--- src/rtl/pipeline_stall_ctrl_pkg.sv ---
// Shared definitions for the pipeline stall/flush sequencer: FSM state encoding
// and the default multi-cycle watchdog limit.
package pipeline_stall_ctrl_pkg;

  typedef enum logic [1:0] {
    RUN        = 2'b00,
    MC_WAIT    = 2'b01,
    CACHE_WAIT = 2'b10
  } state_e;

  localparam int unsigned MC_TIMEOUT_DEFAULT = 64;

endpackage

--- src/rtl/pipeline_stall_ctrl_perf_counter.sv ---
// Free-running wrapping event counter used to accumulate stall cycles.
module stall_perf_counter #(
  parameter int unsigned CNT_W = 32
) (
  input  logic             CLK,
  input  logic             Reset,
  input  logic             En,
  output logic [CNT_W-1:0] Count
);

  logic [CNT_W-1:0] cnt_q, cnt_d;

  always_comb begin
    cnt_d = cnt_q;
    if (En) cnt_d = cnt_q + CNT_W'(1);
  end

  always_ff @(posedge CLK or posedge Reset) begin
    if (Reset) cnt_q <= '0;
    else       cnt_q <= cnt_d;
  end

  assign Count = cnt_q;

endmodule

--- src/rtl/pipeline_stall_ctrl.sv ---
// Central stall/flush sequencer: multi-cycle op and cache-refill waits, load-use
// and taken-branch hazards, stall-cycle counter and multi-cycle watchdog.
module pipeline_stall_ctrl
  import pipeline_stall_ctrl_pkg::*;
#(
  parameter int unsigned MC_TIMEOUT = MC_TIMEOUT_DEFAULT,
  parameter int unsigned CNT_W      = 32
) (
  input  logic             CLK,
  input  logic             Reset,
  input  logic             StartMCycleE,
  input  logic             MCycleDone,
  input  logic             CacheMissM,
  input  logic             CacheRefillDone,
  input  logic             LoadUseD,
  input  logic             PCSrcE,
  output logic             StallF,
  output logic             Mstall,
  output logic             Cache_Stall,
  output logic             StallD,
  output logic             StallE,
  output logic             StallM,
  output logic             FlushD,
  output logic             FlushE,
  output logic             FlushM,
  output logic             MCycleStart,
  output logic             McTimeout,
  output logic [CNT_W-1:0] StallCycles
);

  localparam int unsigned WD_W = $clog2(MC_TIMEOUT + 1);

  state_e            state_q, state_d;
  logic [WD_W-1:0]   wd_q, wd_d;
  logic              mc_timeout_q, mc_timeout_d;

  always_comb begin
    state_d      = state_q;
    wd_d         = wd_q;
    mc_timeout_d = mc_timeout_q;
    StallF       = 1'b0;
    Mstall       = 1'b0;
    Cache_Stall  = 1'b0;
    StallD       = 1'b0;
    StallE       = 1'b0;
    StallM       = 1'b0;
    FlushD       = 1'b0;
    FlushE       = 1'b0;
    FlushM       = 1'b0;
    MCycleStart  = 1'b0;

    case (state_q)
      RUN: begin
        if (CacheMissM) begin
          Cache_Stall = 1'b1;
          StallD      = 1'b1;
          StallE      = 1'b1;
          StallM      = 1'b1;
          state_d     = CACHE_WAIT;
        end else if (StartMCycleE) begin
          MCycleStart = 1'b1;
          Mstall      = 1'b1;
          StallD      = 1'b1;
          StallE      = 1'b1;
          FlushM      = 1'b1;
          wd_d        = '0;
          state_d     = MC_WAIT;
        end else if (PCSrcE) begin
          // Branch beats load-use: StallF stays low so the redirect is taken.
          FlushD = 1'b1;
          FlushE = 1'b1;
        end else if (LoadUseD) begin
          StallF = 1'b1;
          StallD = 1'b1;
          FlushE = 1'b1;
        end
      end

      MC_WAIT: begin
        if (!MCycleDone) begin
          Mstall = 1'b1;
          StallD = 1'b1;
          StallE = 1'b1;
          FlushM = 1'b1;
        end else begin
          state_d = RUN;
        end
        if (wd_q != WD_W'(MC_TIMEOUT)) wd_d = wd_q + WD_W'(1);
        if (wd_q == WD_W'(MC_TIMEOUT - 1)) mc_timeout_d = 1'b1;
      end

      CACHE_WAIT: begin
        if (!CacheRefillDone) begin
          Cache_Stall = 1'b1;
          StallD      = 1'b1;
          StallE      = 1'b1;
          StallM      = 1'b1;
        end else if (StartMCycleE) begin
          MCycleStart = 1'b1;
          Mstall      = 1'b1;
          StallD      = 1'b1;
          StallE      = 1'b1;
          FlushM      = 1'b1;
          wd_d        = '0;
          state_d     = MC_WAIT;
        end else begin
          state_d = RUN;
        end
      end

      default: state_d = RUN;
    endcase
  end

  always_ff @(posedge CLK or posedge Reset) begin
    if (Reset) begin
      state_q      <= RUN;
      wd_q         <= '0;
      mc_timeout_q <= 1'b0;
    end else begin
      state_q      <= state_d;
      wd_q         <= wd_d;
      mc_timeout_q <= mc_timeout_d;
    end
  end

  assign McTimeout = mc_timeout_q;

  stall_perf_counter #(
    .CNT_W(CNT_W)
  ) u_perf (
    .CLK  (CLK),
    .Reset(Reset),
    .En   (StallF | Mstall | Cache_Stall),
    .Count(StallCycles)
  );

endmodule

--- config.mk ---
export PLATFORM = sky130hd
export DESIGN_NAME = pipeline_stall_ctrl
export DESIGN_NICKNAME = d
export VERILOG_FILES = /design/src/rtl/pipeline_stall_ctrl_pkg.sv /design/src/rtl/pipeline_stall_ctrl_perf_counter.sv /design/src/rtl/pipeline_stall_ctrl.sv
export SDC_FILE = /design/constraint.sdc
export NUM_CORES = 1
export LEC_CHECK = 0
export ABC_AREA = 1
export CAP_MARGIN = 20
export CORE_UTILIZATION = 55
export DETAILED_ROUTE_END_ITERATION = 10
export HOLD_SLACK_MARGIN = 0.15
export PLACE_DENSITY = 0.89
export SLEW_MARGIN = 20
export SYNTH_ARGS = -nofsm -noshare
export SYNTH_HDL_FRONTEND = slang
export SYNTH_HIERARCHICAL = 1
export SYNTH_SLANG_ARGS = --single-unit
export TNS_END_PERCENT = 20
--- constraint.sdc ---
create_clock -name CLK -period 3.06 [get_ports CLK]
set_input_delay 0.612 -clock CLK [delete_from_list [all_inputs] [get_ports CLK]]
set_output_delay 0.612 -clock CLK [all_outputs]
set_load 0.02 [all_outputs]
==> run metrics, run 1 <==
status=finished clean; Skew-Pair Late Insertion Delay=0.30 ns; DRT Pass-1 Iters=4; P&R area growth vs syn=29.06%; Ys Warns=6; syn_area_per_cell=7.774 um^2; critical path type=input pin to output pin; layout cells sized above 1=9.016%; most used cell, CP=clkdlybuf4s50_1; FF+latch count, synth=42; Yosys top cell by area=dfrtp_1; postcts setup bufs=0; Peak Freq=0.3431 GHz; Port Buffers=50; syn nets=320; IO Pins=51; H-tree levels=2; Die Area=4636 um^2; cells taking the most area after synthesis=dfrtp_1, nand2_1, inv_1; PnR worst setup slack=0.1456 ns; vias in the first global route=1968; maximum fanout along the worst path=5; Synth Area in Adders=1.563%; mapped cell area=2402 um^2; residual DRC count=0; crit-path max cell delay=0.64 ns; Final setup viols=0; Syn Inst Count=309; final WL=5514 um; CTS resizes=0; largest net degree at the start of global routing=24; post-synthesis sequential area ratio=43.75%; Max Cap Viol=0; GRT Util Overall=26.33%; Critical Path End Type=output pin; post-synthesis simple-gate area fraction=37.40%; WL/cell=13.25 um; critical path arrival=2.30 ns; highest-delay cell along the critical path=clkdlybuf4s50_1; startpoint types=input pin; maximum clock path buffer count=2; largest family of logic cells by synthesized area=simple AND/OR/NAND/NOR gates; clk slew on worst S/H paths=0.07 ns; Fin Clk Skew=0.009031 ns; die width=68.09 um; CTS Buf Count=5; DR iter-0 viols=134; Slew Limit Fails=0; Synth cell types=27; post-DR vias/cell=5.339; Vias=2221; Worst VDD drop=596.7 uV; Min-Delay Path Class=register to register; Synth Area in XOR/XNOR=8.021%; Die Y=68.09 um; initial core utilization=58.79%; post-layout min period=2.914 ns; RePlAce Congestion=0.8407; post-route clock period utilization=95.24%; WP data required=2.45 ns; # diodes=0; final hold violation count=0; mux cell area share after synthesis=0.4688%; hpwl dp=4009 um; Setup WS pre-CTS=0.1558 ns; CORE AREA=4086 um^2; nets=376; initial antenna violation count=0; first-pass GRT wire length=8825 um; Leakage=1.435 nW; Synth Area in Compound Gates=1.667%; Least-Margin Pin Slew=0.3918 ns; crit path cell chain=clkdlybuf4s50_1 -> nand2_1 -> a21o_1 -> o21ai_0 -> clkdlybuf4s50_1; grt total ovfl=0; Core Rows=23; relative slew slack=73.85%; CTS Hold Bufs=0; antenna viol nets, final=0; root buffer cell=clkbuf_8; Setup TNS Final=0 ns; unrepaired setup endpoints after global routing=false; CTS Sinks=42; CTS tree=built; pwr dens=676.1 nW/um^2; Synth top area share=43.75%
## final cells by class
cell class              count  area (um^2)
clock buffers               6        82.58
clock inverters             2        60.06
fillers                   302        985.9
inverters                  41        156.4
multi-input cells         224         1180
flip-flops and latches     42         1051
well taps                  50        62.56
repair buffers             51        508.0
## metrics by stage
step                      power, W  utilization [%]  std cells  cell area, um^2  hold WS, ns
after detailed placement  0.001560            72.38        408             2958       0.4747
after CTS                 0.002108            75.87        416             3100       0.4950
after global routing      0.002216            75.87        416             3100       0.5204
final                     0.002096            75.87        416             3100       0.4921
after global placement    0.001538            72.38        408             2958       0.4603
after floorplan           0.001276                -        309             2402       0.4522
## layer usage
layer	vias up	GRT usage, %	share of wire [%]
li1	1082	-	-
met1	1048	33.51	44
met2	80	43.01	48
met3	11	6.833	5.6
met4	0	9.375	1.7
met5	-	0	0
## Yosys cell counts
master and instances:
nand2_1 91, dfrtp_1 42, inv_1 38, nor2_1 33, nand3_1 24, nand4_1 17
xnor2_1 12, xor2_1 10, nor2_2 7, nand2_2 6, nor2_4 4, ha_1 3
nand3b_1 3, o21ai_0 3, a21oi_1 2, buf_4 2, inv_2 2, a21o_1 1
and2_1 1, inv_4 1, mux2_2 1, nand2_4 1, nand3_4 1, nand3b_2 1
nor3_1 1, o21bai_1 1, or2_1 1
## power by group
part	switching [W]	internal (W)	total [W]	leakage (nW)
Combinational	0.000470	0.000324	0.000794	0.801
Sequential	0.000112	0.000647	0.000759	0.563
Clock	0.000195	0.000348	0.000543	0.0714
## placed cells by master, fill, tap and decap left out
cell and count:
a21oi_1 2, clkbuf_8 6, xor2_1 10, nand3_1 24
nand3b_2 1, inv_2 2, nor2_2 7, nand4_1 17
xnor2_1 12, inv_1 38, nand3_4 1, dfrtp_1 42
ha_1 3, nand3b_1 3, inv_4 1, clkdlybuf4s50_1 50
nor3_1 1, nor2_1 33, o21bai_1 1, buf_4 1
nand2_2 6, a21o_1 1, o21ai_0 3, and2_1 1
nand2_1 91, bufinv_16 2, nor2_4 4, mux2_2 1
nand2_4 1, or2_1 1
## state kept, by name, indices dropped and copies added, names as in the netlist
signal        flops
u_perf/Count     32
wd_q              7
state_q           2
McTimeout         1
## final timing paths
kind / start / to / slack [ns] / cells past startpoint
worst max-delay path: StartMCycleE / FlushM / 0.15 / 5
worst min-delay path: McTimeout / McTimeout / 0.49 / 1
worst max register to register: state_q[1] / u_perf/Count[17] / 0.97 / 10
worst min register to register: McTimeout / McTimeout / 0.49 / 1
max in group asynchronous: Reset / u_perf/Count[6] / 1.82 / 3
min in group asynchronous: Reset / u_perf/Count[24] / 0.60 / 2
## critical path: cells and delay by family
kind | cells | cell delay, ns
buffers and inverters | 2 | 1.15
AND/OR/NAND/NOR | 1 | 0.13
AO/OA/AOI/OAI | 2 | 0.40
## kinds of logic (layout without fill, tap and decap cells)
| family | Yosys count | count (layout) |
|---|---|---|
| AO/OA/AOI/OAI | 7 | 7 |
| XOR/XNOR | 22 | 22 |
| adder cells (fa/ha/maj) | 3 | 3 |
| buffers and inverters | 43 | 100 |
| flip-flops | 42 | 42 |
| multiplexers | 1 | 1 |
| AND/OR/NAND/NOR | 191 | 191 |
Power figures use the tool's default switching activity.
==> run 2, diff against run 1 <==
--- a/config.mk
+++ b/config.mk
@@ -7,10 +7,10 @@
 export LEC_CHECK = 0
 export ABC_AREA = 1
 export CAP_MARGIN = 20
-export CORE_UTILIZATION = 55
+export CORE_UTILIZATION = 51
 export DETAILED_ROUTE_END_ITERATION = 10
 export HOLD_SLACK_MARGIN = 0.15
-export PLACE_DENSITY = 0.89
+export PLACE_DENSITY = 0.84
 export SLEW_MARGIN = 20
 export SYNTH_ARGS = -nofsm -noshare
 export SYNTH_HDL_FRONTEND = slang
==> constraint.sdc (replaced) <==
create_clock -name CLK -period 3.24 [get_ports CLK]
set_input_delay 0.648 -clock CLK [delete_from_list [all_inputs] [get_ports CLK]]
set_output_delay 0.648 -clock CLK [all_outputs]
set_load 0.02 [all_outputs]
==> run metrics, run 2 (same netlist as run 1, synthesis figures left out) <==
pwr dens=608.8 nW/um^2; final hold violation count=0; post-route clock period utilization=93.52%; placed cell areas=2960 um^2; Least-Margin Pin Slew=0.4091 ns; postcts setup bufs=0; maximum fanout along the worst path=5; largest net degree at the start of global routing=33; maximum clock path buffer count=2; DR iter-0 viols=157; internal reg-to-reg setup slack=1.17 ns; DRT Pass-1 Iters=7; Peak Freq=0.3300 GHz; Slew Limit Fails=0; Max Cap Viol=0; CTS tree=built; RePlAce Congestion=0.8609; Setup TNS Final=0 ns; Core Rows=24; CTS resizes=0; unrepaired setup endpoints after global routing=false; most frequent cells in the layout=nand2_1, clkdlybuf4s50_1, dfrtp_1; residual DRC count=4; CORE AREA=4444 um^2; Non-Filler Instances=418; P&R area growth vs syn=27.66%; Worst Hold End=McTimeout; initial antenna violation count=0; post-layout min period=3.030 ns; clk slew on worst S/H paths=0.07 ns; r2r endpoint=u_perf/Count[20]; Die Area=4989 um^2; WP data required=2.59 ns; WL/cell=13.02 um; initial core utilization=54.05%; nets=376; Vias=2184; layout cells sized above 1=8.470%; violated checks=DRC; Worst VDD drop=577.9 uV; worst hold start=McTimeout; R2R depth=10; most common cell after layout, fill and taps aside=nand2_1; Final setup viols=0; H-tree levels=2; hold depth=1; Fin Clk Skew=0.01134 ns; die width=70.63 um; number of flip-flops in the largest register=32; hpwl dp=4078 um; post-DR vias/cell=5.225; first-pass GRT wire length=9480 um; Min-Delay Path Class=register to register; antenna viol nets, final=0; Leakage=1.416 nW; Worst R2R Start=state_q[1]; Skew-Pair Late Insertion Delay=0.29 ns; status=finished with violations; GRT Util Overall=24.10%; grt total ovfl=0; relative slew slack=72.72%; PnR worst setup slack=0.2101 ns; CTS Sinks=42; CTS Hold Bufs=0; Port Buffers=50; final std cell area, no fill=3067 um^2; hold_ws=0.4790 ns; Critical Path End Type=output pin; dpl cells=410; critical path type=input pin to output pin; CTS Buf Count=5; vias in the first global route=2111; critical path arrival=2.38 ns; startpoint types=input pin; final WL=5444 um; Die Y=70.63 um; # diodes=0; IO Pins=51; root buffer cell=clkbuf_8; Setup WS pre-CTS=0.2411 ns
[run 2: how the worst max path moves through the flow]
stage,start,to,slack [ns],depth (start not counted)
final,StartMCycleE,Mstall,0.21,5
after global routing,StartMCycleE,Mstall,0.09,5
after CTS,StartMCycleE,Mstall,0.23,5
after detailed placement,StartMCycleE,Mstall,0.24,5
after global placement,StartMCycleE,FlushM,0.31,5
after floorplan,StartMCycleE,Mstall,0.89,4
[run 2: metrics by stage]
step | total power (W) | utilization (%)
6_report | 0.001867 | 69.00
5_1_grt | 0.001988 | 69.00
4_1_cts | 0.001885 | 69.00
3_5_place_dp | 0.001476 | 66.61
3_3_place_gp | 0.001453 | 66.61
2_1_floorplan | 0.001206 | -
[run 2: final cells by class]
class / count / area (um^2)
clock buffer: 7 / 76.32
inverter: 41 / 156.4
tap: 52 / 65.06
clock inverter: 1 / 30.03
fill: 362 / 1378
sequential: 42 / 1051
multi-input combinational: 224 / 1180
timing repair buffer: 51 / 508.0
[run 2: power breakdown]
part | switching (W) | internal (W) | total [W]
sequential | 0.000106 | 0.000611 | 0.000717
combinational | 0.000443 | 0.000307 | 0.000750
clock | 0.000169 | 0.000231 | 0.000400
[run 2: worst max-delay path, cell delays in order]
cell and delay, ns:
clkdlybuf4s50_1 0.51, nand2_1 0.14, a21o_1 0.21, o21ai_0 0.22
clkdlybuf4s50_1 0.66
[run 2: routing by layer]
layer | vias up | part of all wire, % | track usage, %
met4 | 0 | 0.94 | 8.444
met2 | 55 | 48 | 39.48
li1 | 1079 | - | -
met3 | 7 | 5.3 | 5.840
met5 | - | 0 | 0
met1 | 1043 | 46 | 31.49
==> run 3, diff against run 2 <==
--- a/config.mk
+++ b/config.mk
@@ -7,10 +7,10 @@
 export LEC_CHECK = 0
 export ABC_AREA = 1
 export CAP_MARGIN = 20
-export CORE_UTILIZATION = 51
+export CORE_UTILIZATION = 30
 export DETAILED_ROUTE_END_ITERATION = 10
 export HOLD_SLACK_MARGIN = 0.15
-export PLACE_DENSITY = 0.84
+export PLACE_DENSITY = 0.56
 export SLEW_MARGIN = 20
 export SYNTH_ARGS = -nofsm -noshare
 export SYNTH_HDL_FRONTEND = slang
==> run metrics, run 3 (same netlist as run 1, synthesis figures left out) <==
multi-input logic area=1180 um^2; number of flip-flops in the largest register=32; antenna viol nets, final=0; maximum clock path buffer count=2; Die Y=91.49 um; maximum fanout along the worst path=5; Min-Delay Path Class=register to register; post-DR vias/cell=4.551; placed cell areas=3023 um^2; Leakage=1.416 nW; CTS resizes=0; Setup WS pre-CTS=0.2778 ns; most frequent cells in the layout=nand2_1, clkdlybuf4s50_1, dfrtp_1; die width=91.49 um; Worst VDD drop=164.5 uV; Fin Clk Skew=0.01003 ns; postcts setup bufs=0; DR iter-0 viols=109; sequential cell area=1051 um^2; residual DRC count=0; initial antenna violation count=0; CTS Hold Bufs=0; most common cell after layout, fill and taps aside=nand2_1; Vias=2130; final hold violation count=0; Setup TNS Final=0 ns; Least-Margin Pin Slew=0.4286 ns; hold_ws=0.5078 ns; vias in the first global route=1962; critical path arrival=2.34 ns; P&R area growth vs syn=30.26%; Worst Setup SP=StartMCycleE; pwr dens=597.5 nW/um^2; RePlAce Congestion=0.8044; layout cells sized above 1=8.470%; worst hold start=McTimeout; grt total ovfl=0; H-tree levels=2; WP data required=2.59 ns; CORE AREA=7727 um^2; Critical Path End Type=output pin; DRT Pass-1 Iters=4; Peak Freq=0.3342 GHz; first-pass GRT wire length=9183 um; nets=376; clk slew on worst S/H paths=0.08 ns; final WL=5549 um; WL/cell=11.86 um; final std cell area, no fill=3129 um^2; relative slew slack=71.40%; hpwl dp=4209 um; PnR worst setup slack=0.2475 ns; critical path type=input pin to output pin; root buffer cell=clkbuf_8; initial core utilization=31.09%; Final setup viols=0; post-route clock period utilization=92.36%; unrepaired setup endpoints after global routing=false; startpoint types=input pin; Fillers=803; Worst R2R Start=state_q[1]; Core Rows=32; Port Buffers=50; CTS tree=built; largest net degree at the start of global routing=33; Die Area=8370 um^2; CTS Sinks=42; Slew Limit Fails=0; status=finished clean; Skew-Pair Late Insertion Delay=0.29 ns; GRT Util Overall=13.81%; # diodes=0; CTS Buf Count=5; post-layout min period=2.992 ns; Max Cap Viol=0; IO Pins=51
==> run 3: cell counts in the layout (fill, tap and decap cells not counted) <==
Identical to the previous run, type by type.
==> run 3: per-stage QoR <==
stage | power (W) | std cells | utilization [%]
2_1_floorplan | 0.001206 | 309 | -
3_3_place_gp | 0.001466 | 460 | 39.12
3_5_place_dp | 0.001474 | 460 | 39.12
4_1_cts | 0.001888 | 468 | 40.50
5_1_grt | 0.001997 | 468 | 40.50
6_report | 0.001870 | 468 | 40.50
==> run 3: final timing paths <==
kind | endpoint | slack [ns] | depth (start not counted)
setup reg to reg | u_perf/Count[21] | 1.11 | 10
setup / recovery | Mstall | 0.25 | 5
hold / removal | McTimeout | 0.51 | 1
hold reg to reg | McTimeout | 0.51 | 1
max in group asynchronous | u_perf/Count[29] | 2.16 | 3
min in group asynchronous | McTimeout | 0.67 | 2
==> run 3: area by class of cell <==
class / count / share of cell area, %
inverter: 41 / 4.998
clock buffer: 7 / 2.439
clock inverter: 1 / 0.9596
multi-input combinational: 224 / 37.70
tap: 102 / 4.078
timing repair buffer: 51 / 16.23
sequential: 42 / 33.59
==> run 3: critical path, cell delays in order <==
cell and delay [ns]:
clkdlybuf4s50_1 0.50, nand2_1 0.13, a21o_1 0.20, o21ai_0 0.22
clkdlybuf4s50_1 0.65
==> run 3: layer usage <==
metal  vias up  GRT usage (%)  part of all wire [%]  wire length [um]
met5         -              0                     0                 0
met3         2          3.099                   3.2               178
met2        31          21.68                    44              2440
met4         0          3.175                  0.27                15
li1       1082              -                     -                 -
met1      1015          19.28                    53              2915
==> run 3: report_power, final <==
group | switching, W | internal [W]
Combinational | 0.000438 | 0.000306
Clock | 0.000181 | 0.000231
Sequential | 0.000104 | 0.000611
